<file path="src/rtl/imm_gen_pipe_if.sv">
`default_nettype none
// ============================================================================
//  Module      : imm_gen_pipe_if
//  Description : Valid/ready bundle between instruction fetch, the pipelined
//                immediate generator and the decode/execute stage.
//  Revision    : 1.0  initial release
// ============================================================================
interface imm_gen_pipe_if #(
    parameter int XLEN  = 64,
    parameter int TAG_W = 5
);
    logic             in_valid;
    logic             in_ready;
    logic [31:0]      in_instr;
    logic [TAG_W-1:0] in_tag;
    logic             out_valid;
    logic             out_ready;
    logic [XLEN-1:0]  out_imm;
    logic [2:0]       out_fmt;
    logic [TAG_W-1:0] out_tag;

    // Upstream/downstream environment side
    modport master (
        output in_valid, in_instr, in_tag, out_ready,
        input  in_ready, out_valid, out_imm, out_fmt, out_tag
    );

    // Immediate generator side
    modport slave (
        input  in_valid, in_instr, in_tag, out_ready,
        output in_ready, out_valid, out_imm, out_fmt, out_tag
    );
endinterface
`default_nettype wire

</file>
<file path="src/rtl/imm_gen_pipe.sv">
`default_nettype none
// ============================================================================
//  Module      : imm_gen_pipe
//  Description : Pipelined RV32I/RV64I immediate extractor. Decodes I/S/B/U/J
//                immediates from the opcode, sign-extends to XLEN and queues
//                the result in a 2-entry skid buffer behind valid/ready.
//                Optional macro IMM_GEN_PIPE_ERRCNT_EN adds a saturating
//                16-bit count of illegal-opcode words delivered downstream.
//  Revision    : 1.0  initial release
// ============================================================================
module imm_gen_pipe #(
    parameter int XLEN  = 64,
    parameter int TAG_W = 5
) (
    input  wire logic     clk,
    input  wire logic     reset_n,
    imm_gen_pipe_if.slave bus
`ifdef IMM_GEN_PIPE_ERRCNT_EN
    ,
    output logic [15:0]   err_count
`endif
);

    localparam logic [2:0] c_fmt_i   = 3'd0;
    localparam logic [2:0] c_fmt_s   = 3'd1;
    localparam logic [2:0] c_fmt_b   = 3'd2;
    localparam logic [2:0] c_fmt_u   = 3'd3;
    localparam logic [2:0] c_fmt_j   = 3'd4;
    localparam logic [2:0] c_fmt_ill = 3'd7;

    typedef enum logic [1:0] {
        EMPTY = 2'd0,
        ONE   = 2'd1,
        FULL  = 2'd2
    } occ_t;

    logic [31:0]      w_instr;
    logic [31:0]      w_imm32;
    logic [XLEN-1:0]  w_imm;
    logic [2:0]       w_fmt;
    logic             w_push;
    logic             w_pop;
    logic             w_tail;
    occ_t             w_state_next;

    occ_t             r_state;
    logic             r_head;
    logic             r_in_ready;
    logic             r_out_valid;
    logic [XLEN-1:0]  r_mem_imm [2];
    logic [2:0]       r_mem_fmt [2];
    logic [TAG_W-1:0] r_mem_tag [2];

    assign w_instr = bus.in_instr;

    // Immediate decode from opcode, built as a 32-bit sign-extended value
    always_comb begin
        w_fmt   = c_fmt_ill;
        w_imm32 = '0;
        case (w_instr[6:0])
            7'b0000011, 7'b0010011, 7'b0011011, 7'b1100111: begin
                w_fmt   = c_fmt_i;
                w_imm32 = {{20{w_instr[31]}}, w_instr[31:20]};
            end
            7'b0100011: begin
                w_fmt   = c_fmt_s;
                w_imm32 = {{20{w_instr[31]}}, w_instr[31:25], w_instr[11:7]};
            end
            7'b1100011: begin
                w_fmt   = c_fmt_b;
                w_imm32 = {{19{w_instr[31]}}, w_instr[31], w_instr[7],
                           w_instr[30:25], w_instr[11:8], 1'b0};
            end
            7'b0110111, 7'b0010111: begin
                w_fmt   = c_fmt_u;
                w_imm32 = {w_instr[31:12], 12'b0};
            end
            7'b1101111: begin
                w_fmt   = c_fmt_j;
                w_imm32 = {{11{w_instr[31]}}, w_instr[31], w_instr[19:12],
                           w_instr[20], w_instr[30:21], 1'b0};
            end
            default: begin
                w_fmt   = c_fmt_ill;
                w_imm32 = '0;
            end
        endcase
    end

    // Every format is sign-extended from bit 31, so widening is a plain replicate
    generate
        if (XLEN == 64) begin : g_xlen64
            assign w_imm = {{(XLEN-32){w_imm32[31]}}, w_imm32};
        end else begin : g_xlen32
            assign w_imm = w_imm32;
        end
    endgenerate

    assign w_push = bus.in_valid && r_in_ready;
    assign w_pop  = r_out_valid && bus.out_ready;
    // Tail sits one past the head only when a single entry is held
    assign w_tail = r_head ^ (r_state == ONE);

    // Occupancy next state; simultaneous push and pop leaves it unchanged
    always_comb begin
        w_state_next = r_state;
        case ({w_push, w_pop})
            2'b10:   w_state_next = (r_state == EMPTY) ? ONE : FULL;
            2'b01:   w_state_next = (r_state == FULL) ? ONE : EMPTY;
            default: w_state_next = r_state;
        endcase
    end

    // Skid buffer storage, head pointer and registered handshake flags
    always_ff @(posedge clk or negedge reset_n) begin
        if (!reset_n) begin
            r_state      <= EMPTY;
            r_head       <= 1'b0;
            r_in_ready   <= 1'b1;
            r_out_valid  <= 1'b0;
            r_mem_imm[0] <= '0;
            r_mem_imm[1] <= '0;
            r_mem_fmt[0] <= '0;
            r_mem_fmt[1] <= '0;
            r_mem_tag[0] <= '0;
            r_mem_tag[1] <= '0;
        end else begin
            r_state     <= w_state_next;
            r_in_ready  <= (w_state_next != FULL);
            r_out_valid <= (w_state_next != EMPTY);
            if (w_pop) begin
                r_head <= ~r_head;
            end
            if (w_push) begin
                r_mem_imm[w_tail] <= w_imm;
                r_mem_fmt[w_tail] <= w_fmt;
                r_mem_tag[w_tail] <= bus.in_tag;
            end
        end
    end

    assign bus.in_ready  = r_in_ready;
    assign bus.out_valid = r_out_valid;
    assign bus.out_imm   = r_mem_imm[r_head];
    assign bus.out_fmt   = r_mem_fmt[r_head];
    assign bus.out_tag   = r_mem_tag[r_head];

`ifdef IMM_GEN_PIPE_ERRCNT_EN
    logic [15:0] r_err_count;

    // Saturating count of illegal-opcode words handed downstream
    always_ff @(posedge clk or negedge reset_n) begin
        if (!reset_n) begin
            r_err_count <= '0;
        end else if (w_pop && (bus.out_fmt == c_fmt_ill) && (r_err_count != 16'hFFFF)) begin
            r_err_count <= r_err_count + 16'd1;
        end
    end

    assign err_count = r_err_count;
`endif

endmodule
`default_nettype wire

</file>
<file path="src/flat_wrapper.sv">
// flat-port wrapper written by rule: the top's interface ports become plain ports
module imm_gen_pipe_flat 
#(
    parameter int XLEN  = 64,
    parameter int TAG_W = 5
)
  (clk, reset_n, bus_in_valid, bus_in_instr, bus_in_tag, bus_out_ready, bus_in_ready, bus_out_valid, bus_out_imm, bus_out_fmt, bus_out_tag);
  imm_gen_pipe_if #(.XLEN(XLEN), .TAG_W(TAG_W)) bus_i ();
  input  wire logic clk;
  input  wire logic reset_n;
  input wire logic [$bits(bus_i.in_valid)-1:0] bus_in_valid;
  input wire logic [$bits(bus_i.in_instr)-1:0] bus_in_instr;
  input wire logic [$bits(bus_i.in_tag)-1:0] bus_in_tag;
  input wire logic [$bits(bus_i.out_ready)-1:0] bus_out_ready;
  output wire logic [$bits(bus_i.in_ready)-1:0] bus_in_ready;
  output wire logic [$bits(bus_i.out_valid)-1:0] bus_out_valid;
  output wire logic [$bits(bus_i.out_imm)-1:0] bus_out_imm;
  output wire logic [$bits(bus_i.out_fmt)-1:0] bus_out_fmt;
  output wire logic [$bits(bus_i.out_tag)-1:0] bus_out_tag;
  assign bus_i.in_valid = bus_in_valid;
  assign bus_i.in_instr = bus_in_instr;
  assign bus_i.in_tag = bus_in_tag;
  assign bus_i.out_ready = bus_out_ready;
  assign bus_in_ready = bus_i.in_ready;
  assign bus_out_valid = bus_i.out_valid;
  assign bus_out_imm = bus_i.out_imm;
  assign bus_out_fmt = bus_i.out_fmt;
  assign bus_out_tag = bus_i.out_tag;
  imm_gen_pipe #(.XLEN(XLEN), .TAG_W(TAG_W)) u_core (.clk(clk), .reset_n(reset_n), .bus(bus_i));
endmodule
</file>
<file path="config.mk">
export PLATFORM = sky130hd
export DESIGN_NAME = imm_gen_pipe_flat
export DESIGN_NICKNAME = d
export VERILOG_FILES = /design/src/rtl/imm_gen_pipe_if.sv /design/src/rtl/imm_gen_pipe.sv /design/src/flat_wrapper.sv
export SDC_FILE = /design/constraint.sdc
export NUM_CORES = 1
export LEC_CHECK = 0
export CAP_MARGIN = 10
export CORE_ASPECT_RATIO = 1.5
export CORE_MARGIN = 3
export CORE_UTILIZATION = 44
export CTS_BUF_LIST = sky130_fd_sc_hd__clkbuf_8 sky130_fd_sc_hd__clkbuf_16
export DETAILED_ROUTE_END_ITERATION = 10
export GPL_TIMING_DRIVEN = 0
export PLACE_DENSITY = 0.76
export SYNTH_ARGS = -nofsm -noshare
export SYNTH_HDL_FRONTEND = slang
export SYNTH_SLANG_ARGS = --single-unit
</file>
<file path="constraint.sdc">
create_clock -name clk -period 4 [get_ports clk]
set_input_delay 1.2 -clock clk [delete_from_list [all_inputs] [get_ports clk]]
set_output_delay 1.2 -clock clk [all_outputs]
set_load 0.01 [all_outputs]
</file>
# Word level (Yosys, flattened, before mapping)
# Cells that the tools add are included.
# W data, S select, Z words.
[totals]
register_bits = 149
in_bits = 41
out_inout_bits = 74
elab_cells = 61
[op_classes]
order_cmp = 3
n_eq_ne = 14
muxes = 23
bitwise_logic = 4
reduce_logical = 7
[ops]
columns = ["op", "count"]
rows = [
  ["$mux W64", 4],
  ["$pmux W32 S5", 1],
  ["$bwmux W128", 1],
  ["$demux W64 S1", 1],
  ["$eq A7 B5 Y1 const B", 3],
  ["$eq A7 B7 Y1 const B", 3],
  ["$mux W5", 4],
  ["$pmux W3 S5", 1],
  ["$eq A7 B6 Y1 const B", 2],
  ["$mux W3", 4],
  ["$bwmux W10", 1],
  ["$eq A7 B2 Y1 const B", 1],
  ["$bwmux W6", 1],
  ["$demux W5 S1", 1],
  ["$eq A2 B1 Y1 const B", 2],
  ["$eq A2 B2 Y1 const B", 2],
  ["$ge A2 B2 Y1 const B", 2],
  ["$not A1 Y2", 2],
  ["$pmux W2 S2", 1],
  ["$reduce_or A4 Y1", 1],
  ["$demux W3 S1", 1],
  ["$logic_and A1 B1 Y1", 3],
  ["$logic_not A2 Y1", 1],
  ["$lt A2 B1 Y1 const B", 1],
  ["7 further kinds", 7],
]

# Depth between registers and ports, before layout
# Gate-level depths: netlist of run 1.
[depth]
word_depth = 8
depth_mapped = 10

# Least setup slack after synthesis of run 1
# OpenSTA, ideal clock, no wires.
[synth_path]
path_kind = "reg2out"
start = "register u_core.r_head"
end = "output port bus_out_imm[32]"
t_arrival_ns = 3.063
slack_ns = -0.263
stages_incl_launch_ff = 5
path_buffers = 3
path_cell_list = "dfrtp_1 -> buf_4 -> buf_1 -> o21ai_0 -> buf_4"
[synth_via]
elab_chain_cells = 4
[synth_rtl]
columns = ["element", "line_no", "source"]
rows = [
  ["start: declaration", "imm_gen_pipe.sv:47", "logic r_head;"],
  ["start signal: assignment", "imm_gen_pipe.sv:132", "r_head <= ~r_head;"],
  ["$not A1 Y2 (not written as such)", "imm_gen_pipe.sv:144", "assign bus.out_imm = r_mem_imm[r_head];"],
  ["$mux W64 (not written as such) (3 in series)", "imm_gen_pipe.sv:144", ""],
  ["end: declaration", "flat_wrapper.sv:17", "output wire logic [$bits(bus_i.out_imm)-1:0] bus_out_imm;"],
]
# Every way passes these cells. The select of a mux whose other input is x is not followed.

# Final worst setup path of run 1
[layout_path]
start = "register u_core.r_head"
end = "output port bus_out_imm[50]"
# The elaborated chain is that of the path after synthesis.

==> impl_metrics.py, run 1 <==
metrics = {
    "clock_network": {
        "postCtsSetupBuffers": 0,
        "cts-hold-fix-buffers": 0,
        "clkTransAtPathRegs_ns": 0.06,
        "numCtsBuffers": 9,
        "cts_tree": "yes",
        "cts_root_buffer": "clkbuf_16",
        "htreeDepth": 3,
        "clkLatencyLatePin_ns": 0.33,
        "clock_path_buffers": 2,
        "post_cts_resized": 0,
        "clkSinkCount": 85,
    },
    "global_routing": {
        "gr-total-overflow": 0,
        "antenna_found_initial": 0,
        "grt_max_degree": 76,
        "grt_pass1_vias": 3530,
        "grt_pass1_wl_mm": 17.3,
        "grt_usage_pct": 19.7,
    },
    "finish": {
        "layout-drive-gt1-share_pct": 28.1,
        "n_antenna_cell": 0,
        "fin_nets": 546,
        "utilization_pct": 62.5,
        "syn2layout_area_growth_pct": 37.1,
    },
    "timing": {
        "final_hold_viol_count": 0,
        "fmax_mhz": 261,
        "finalMaxSlewViolations": 0,
        "finalSetupViolations": 0,
        "fin_crit_sh_pct": 95.7,
        "rsz0062_at_grt": "no",
        "tightestPinTransition_ns": 0.755,
        "max_slew_margin_pct": 49.4,
        "skew_ns": 0.00603,
        "min_period_ns": 3.83,
        "whs_ns": 0.501,
    },
    "placement": {
        "finalWeightedCongestion": 0.807,
        "dp.final_hpwl_mm": 8.10,
        "io_buffers": 113,
    },
    "logic_synthesis": {
        "synth_seq_cells": 85,
        "synthesis.nets": 420,
        "syn_area_sq_mm": 0.00444,
        "netlist_instances": 377,
        "ys_seq_area_share_pct": 47.9,
        "syn-mean-instance-area_sq_um": 11.8,
        "async_reset_ff_share_pct": 100,
        "synth_edf_count": 0,
        "synth-main-ff-cell": "dfrtp_1",
        "ys_warn_count": 0,
        "synth_cell_types": 47,
    },
    "run": {
        "cap_violations": 0,
    },
    "critical_path": {
        "cp_max_fo": 24,
        "critPathTopFamily": "buffers and inverters",
        "crit_buf_inv": 5,
        "arrival_ns": 2.63,
        "max_stage_delay_ns": 0.53,
        "worstPathCellList": "buf_4 > buf_1 > nand2_1 > o21ai_2 > buf_8 > buf_4 > clkdlybuf4s50_1",
        "cpMostUsedCell": "buf_4",
        "worstSetupPathType": "reg -> out",
        "slowest_stage": "clkdlybuf4s50_1",
        "cp-start-kind": "flop",
        "crit_path_end_kind": "primary output",
        "cp_data_required_time_ns": 2.80,
    },
    "floorplan": {
        "start_util_pct": 45.6,
        "die_y_um": 129,
        "fp.dieArea_sq_mm": 0.0114,
        "ios": 115,
        "die_width_um": 88.0,
        "core_sq_mm": 0.00974,
        "rows": 44,
    },
    "route": {
        "avgRoutedWirePerCell_um": 17.5,
        "drt_iter0_drc": 203,
        "drt_first_pass_iters": 4,
        "route.detailed.drc": 0,
        "via_count": 3443,
        "routed_wl_mm": 10.9,
        "antenna_left": 0,
        "via_per_inst": 5.53,
    },
    "outcome": {
        "status": "finished clean",
    },
    "worst_hold_path": {
        "min_path_type": "reg -> reg",
    },
    "power_and_ir_drop": {
        "p_leak_nw": 2.58,
        "ir_drop_mv": 0.396,
        "pwr_density_cell_mw_per_mm2": 780,
    },
}
==> synth_stat cells (2+ instances only) <==
cell	instances	share of area, %
a21oi_1	4	0.45
a2bb2oi_1	22	4.3
a32oi_1	2	0.39
and2_1	10	1.4
buf_1	3	0.25
buf_2	7	0.79
buf_4	37	6.3
buf_6	2	0.51
clkbuf_1	8	0.68
dfrtp_1	84	47
ha_1	2	0.56
inv_1	5	0.42
mux2_2	68	17
nand2_1	23	1.9
nand2b_1	2	0.28
nand2b_4	2	0.62
nand3_1	15	1.7
nor2_1	2	0.17
nor3_1	2	0.23
o211ai_1	4	0.68
o21ai_0	20	2.3
o22a_1	17	3.4
o31ai_1	12	2.0
==> final cells by class <==
class                           instances  area, sq um
Clock inverter                          5         75.1
Sequential cell                        85         2130
Tap cell                              115          144
Buffer                                 58          382
Timing Repair Buffer                  115         1170
Clock buffer                           11          253
Multi-Input combinational cell        228         1910
Fill cell                             763         3650
Inverter                                6         22.5
==> logic make-up after synthesis <==
group,synth area share [%]
AO/OA/AOI/OAI,15.0
XOR/XNOR,1.18
adder cells (fa/ha/maj),0.563
AND/OR/NAND/NOR,8.76
flip-flops,47.9
multiplexers,17.5
buffers and inverters,9.10
==> registers in the layout, summed over array words and instances, names as in the netlist <==
| signal | count |
|---|---|
| u_core.r_head | 1 |
| u_core.r_mem_fmt | 6 |
| u_core.r_mem_imm | 64 |
| u_core.r_state | 2 |
| u_core.bus.in_ready | 1 |
| u_core.r_mem_tag | 10 |
| u_core.bus.out_valid | 1 |
==> worst register-to-register path: cells and delay by family, from the launching register on <==
kind | cells | cell delay [ns]
buffers and inverters | 4 | 0.73
DFF | 1 | 0.52
and+or+nand+nor | 3 | 0.27
adders and majority gates | 1 | 0.27
AOI/OAI and AO/OA | 1 | 0.24
muxes | 1 | 0.13
==> cells in the final DEF, fill, tap and decap left out, drive strengths merged, types with 4 or more instances in the layout <==
master and count:
dfrtp 84, o22a 17, and2 10, o31ai 12, mux2 68, o21ai 20
clkdlybuf4s50 112, inv 8, nand2b 4, a21oi 4, nand2 23, buf 52
clkbuf 20, nand3 15, nor2 4, o211ai 4, a2bb2oi 22
==> final timing paths <==
path	startpoint	cells past startpoint	slack, ns	endpoint
worst min-delay path	u_core.r_mem_imm[78]	1	0.50	u_core.r_mem_imm[78]
max in group asynchronous	reset_n	2	2.65	u_core.bus.in_ready
min in group asynchronous	reset_n	1	0.70	u_core.r_mem_imm[88]
worst min register to register	u_core.r_mem_imm[78]	1	0.50	u_core.r_mem_imm[78]
worst max-delay path	u_core.r_head	7	0.17	bus_out_imm[50]
worst max register to register	u_core.bus.in_ready	10	1.71	u_core.bus.out_valid
==> metrics by stage <==
stage / TNS, ns / cells / area, sq um / total power [mW] / setup slack (ns)
after floorplan: 0 / 377 / 4440 / 2.83 / 0.485
after global placement: -102.23 / 605 / 5720 / 3.82 / -1.11
after detailed placement: 0 / 607 / 5760 / 3.89 / 0.517
after CTS: 0 / 623 / 6090 / 4.79 / 0.129
after global routing: 0 / 623 / 6090 / 5.02 / 0.0120
final: 0 / 623 / 6090 / 4.75 / 0.174
==> power breakdown <==
part	internal, mW	switching (mW)
clock network	0.576	0.318
registers	1.21	0.172
logic	1.42	1.05
total	3.21	1.54
==> metal layers <==
| layer | GRT usage (%) | wire length [um] | up-vias |
|---|---|---|---|
| li1 | - | - | 1596 |
| met1 | 23.0 | 4330 | 1716 |
| met2 | 35.1 | 5790 | 113 |
| met3 | 3.94 | 537 | 18 |
| met4 | 7.56 | 244 | 0 |
| met5 | 0 | 0 | - |
No activity file was read; power rests on OpenSTA's default activity.
==> run 2, diff against run 1 <==
- CAP_MARGIN: 10 -> not set
- CORE_UTILIZATION: 44 -> 40
- PLACE_DENSITY: 0.76 -> 0.7
==> impl_metrics.py, run 2 (synthesis results as in run 1) <==
metrics = {
    "outcome": {
        "status": "finished clean",
    },
    "critical_path": {
        "cp_max_fo": 17,
        "r2r-end": "u_core.bus.out_valid",
        "setup.worst_path.start": "u_core.r_head",
        "cp.depth": 4,
        "crit_buf_inv": 3,
        "crit_path_end_kind": "primary output",
        "worstPathCellList": "buf_4 > clkbuf_1 > mux2_2 > clkdlybuf4s50_1",
        "max_stage_delay_ns": 0.58,
        "slowest_stage": "clkbuf_1",
        "worstSetupPathType": "reg -> out",
        "rr_worst_depth": 10,
        "endpoint": "bus_out_imm[23]",
        "critPathTopFamily": "buffers and inverters",
        "arrival_ns": 2.46,
        "cp-start-kind": "flop",
        "cp_data_required_time_ns": 2.80,
        "r2r_setup_slack_ns": 1.76,
        "timing.rr.start": "u_core.bus.in_ready",
    },
    "placement": {
        "finalWeightedCongestion": 0.782,
        "io_buffers": 113,
        "pre_cts_slack_ns": 0.404,
        "dp.final_hpwl_mm": 8.28,
    },
    "global_routing": {
        "grt_max_degree": 54,
        "antenna_found_initial": 0,
        "gr-total-overflow": 0,
        "grt_pass1_vias": 3615,
        "grt_usage_pct": 19.0,
        "grt_pass1_wl_mm": 18.5,
    },
    "power_and_ir_drop": {
        "p_comb_share_pct": 52.2,
        "p_leak_nw": 2.57,
        "power_frac_clock_pct": 18.4,
        "ir_drop_mv": 0.416,
        "pwr_density_cell_mw_per_mm2": 773,
        "seq_power_share_pct": 29.4,
        "swShare_pct": 32.9,
        "report.power.total_mw": 4.72,
        "switching_power_mw": 1.55,
        "intPower_mw": 3.17,
    },
    "finish": {
        "largest_registers": "u_core.r_mem_imm x64, u_core.r_mem_tag x10, u_core.r_mem_fmt x6",
        "mostFrequentLayoutCells": "112 x clkdlybuf4s50_1, 84 x dfrtp_1, 68 x mux2_2",
        "syn2layout_area_growth_pct": 37.3,
        "largest_reg_flops": 64,
        "fin_nets": 545,
        "layout-drive-gt1-share_pct": 28.0,
        "top_register": "u_core.r_mem_imm",
        "n_antenna_cell": 0,
        "layout_commonest_cell": "clkdlybuf4s50_1",
    },
    "route": {
        "routed_wl_mm": 11.3,
        "antenna_left": 0,
        "via_count": 3408,
        "dr_wl_met2_mm": 5.90,
        "route.detailed.drc": 0,
        "avgRoutedWirePerCell_um": 17.3,
        "wl_met1_mm": 4.52,
        "drt_iter0_drc": 150,
        "drt_first_pass_iters": 4,
        "met3_length_um": 647,
        "top_layer": "met4",
        "via_per_inst": 5.24,
    },
    "timing": {
        "fin_crit_sh_pct": 91.4,
        "final_hold_viol_count": 0,
        "finalSetupViolations": 0,
        "fin_ws_ns": 0.344,
        "max_slew_margin_pct": 45.1,
        "rsz0062_at_grt": "no",
        "finalMaxSlewViolations": 0,
        "final.setup.tns_ns": 0,
        "min_period_ns": 3.66,
        "tightestPinTransition_ns": 0.820,
        "whs_ns": 0.501,
        "fmax_mhz": 274,
        "skew_ns": 0.00508,
    },
    "worst_hold_path": {
        "min_path_type": "reg -> reg",
        "hp-start": "u_core.r_mem_imm[11]",
    },
    "clock_network": {
        "numCtsBuffers": 9,
        "clock_path_buffers": 2,
        "clkTransAtPathRegs_ns": 0.06,
        "clkLatencyLatePin_ns": 0.34,
        "cts-hold-fix-buffers": 0,
        "cts_tree": "yes",
        "postCtsSetupBuffers": 0,
        "clkSinkCount": 85,
        "htreeDepth": 3,
        "cts_root_buffer": "clkbuf_16",
        "post_cts_resized": 0,
    },
    "floorplan": {
        "rows": 46,
        "die_width_um": 92.1,
        "fp.dieArea_sq_mm": 0.0124,
        "die_y_um": 135,
        "start_util_pct": 41.5,
        "ios": 115,
        "core_sq_mm": 0.0107,
    },
    "run": {
        "cap_violations": 0,
    },
}
run 2: layout make-up:
cell class	instances	area (sq um)
plain buffers	57	378
repair buffers	115	1170
well taps	144	180
fillers	943	4610
multi-input cells	228	1910
clock buffers	9	225
clock inverters	7	83.8
flip-flops and latches	85	2130
inverters	6	22.5
run 2: worst min path at each step:
stage / endpoint / slack (ns) / cells past startpoint
floorplan: u_core.r_mem_imm[69] / 0.47 / 2
global placement: u_core.r_mem_imm[1] / 0.48 / 1
detailed placement: u_core.r_mem_imm[8] / 0.49 / 2
CTS: u_core.r_mem_imm[8] / 0.51 / 2
global route: u_core.r_mem_imm[79] / 0.51 / 1
finish: u_core.r_mem_imm[11] / 0.50 / 1
run 2: per-layer routing:
layer / vias to the layer above / global-route usage, %
met4: 0 / 8.02
met1: 1683 / 21.9
met5: - / 0
met3: 16 / 3.73
li1: 1599 / -
met2: 110 / 34.0
run 2: worst register-to-register path, delay by kind of cell, from the launching register on:
kind | cells | cell delay (ns)
AO/OA/AOI/OAI | 1 | 0.21
adder cells (fa/ha/maj) | 1 | 0.28
multiplexers | 1 | 0.13
buffers and inverters | 4 | 0.73
flip-flops | 1 | 0.53
AND/OR/NAND/NOR | 3 | 0.24
run 2: power groups by stage:
stage	combinational, mW	clock (mW)	sequential (mW)
detailed placement	2.50	0	1.40
finish	2.46	0.869	1.39
global placement	2.46	0	1.37
global route	2.65	0.916	1.43
CTS	2.51	0.884	1.38
floorplan	1.48	0	1.35
run 2: stage by stage:
stage | utilization, % | cell area, sq um | instances
2_1_floorplan | - | 4440 | 377
3_3_place_gp | 53.8 | 5750 | 634
3_5_place_dp | 54.1 | 5790 | 636
4_1_cts | 57.0 | 6100 | 652
5_1_grt | 57.0 | 6100 | 651
6_report | 57.0 | 6100 | 651
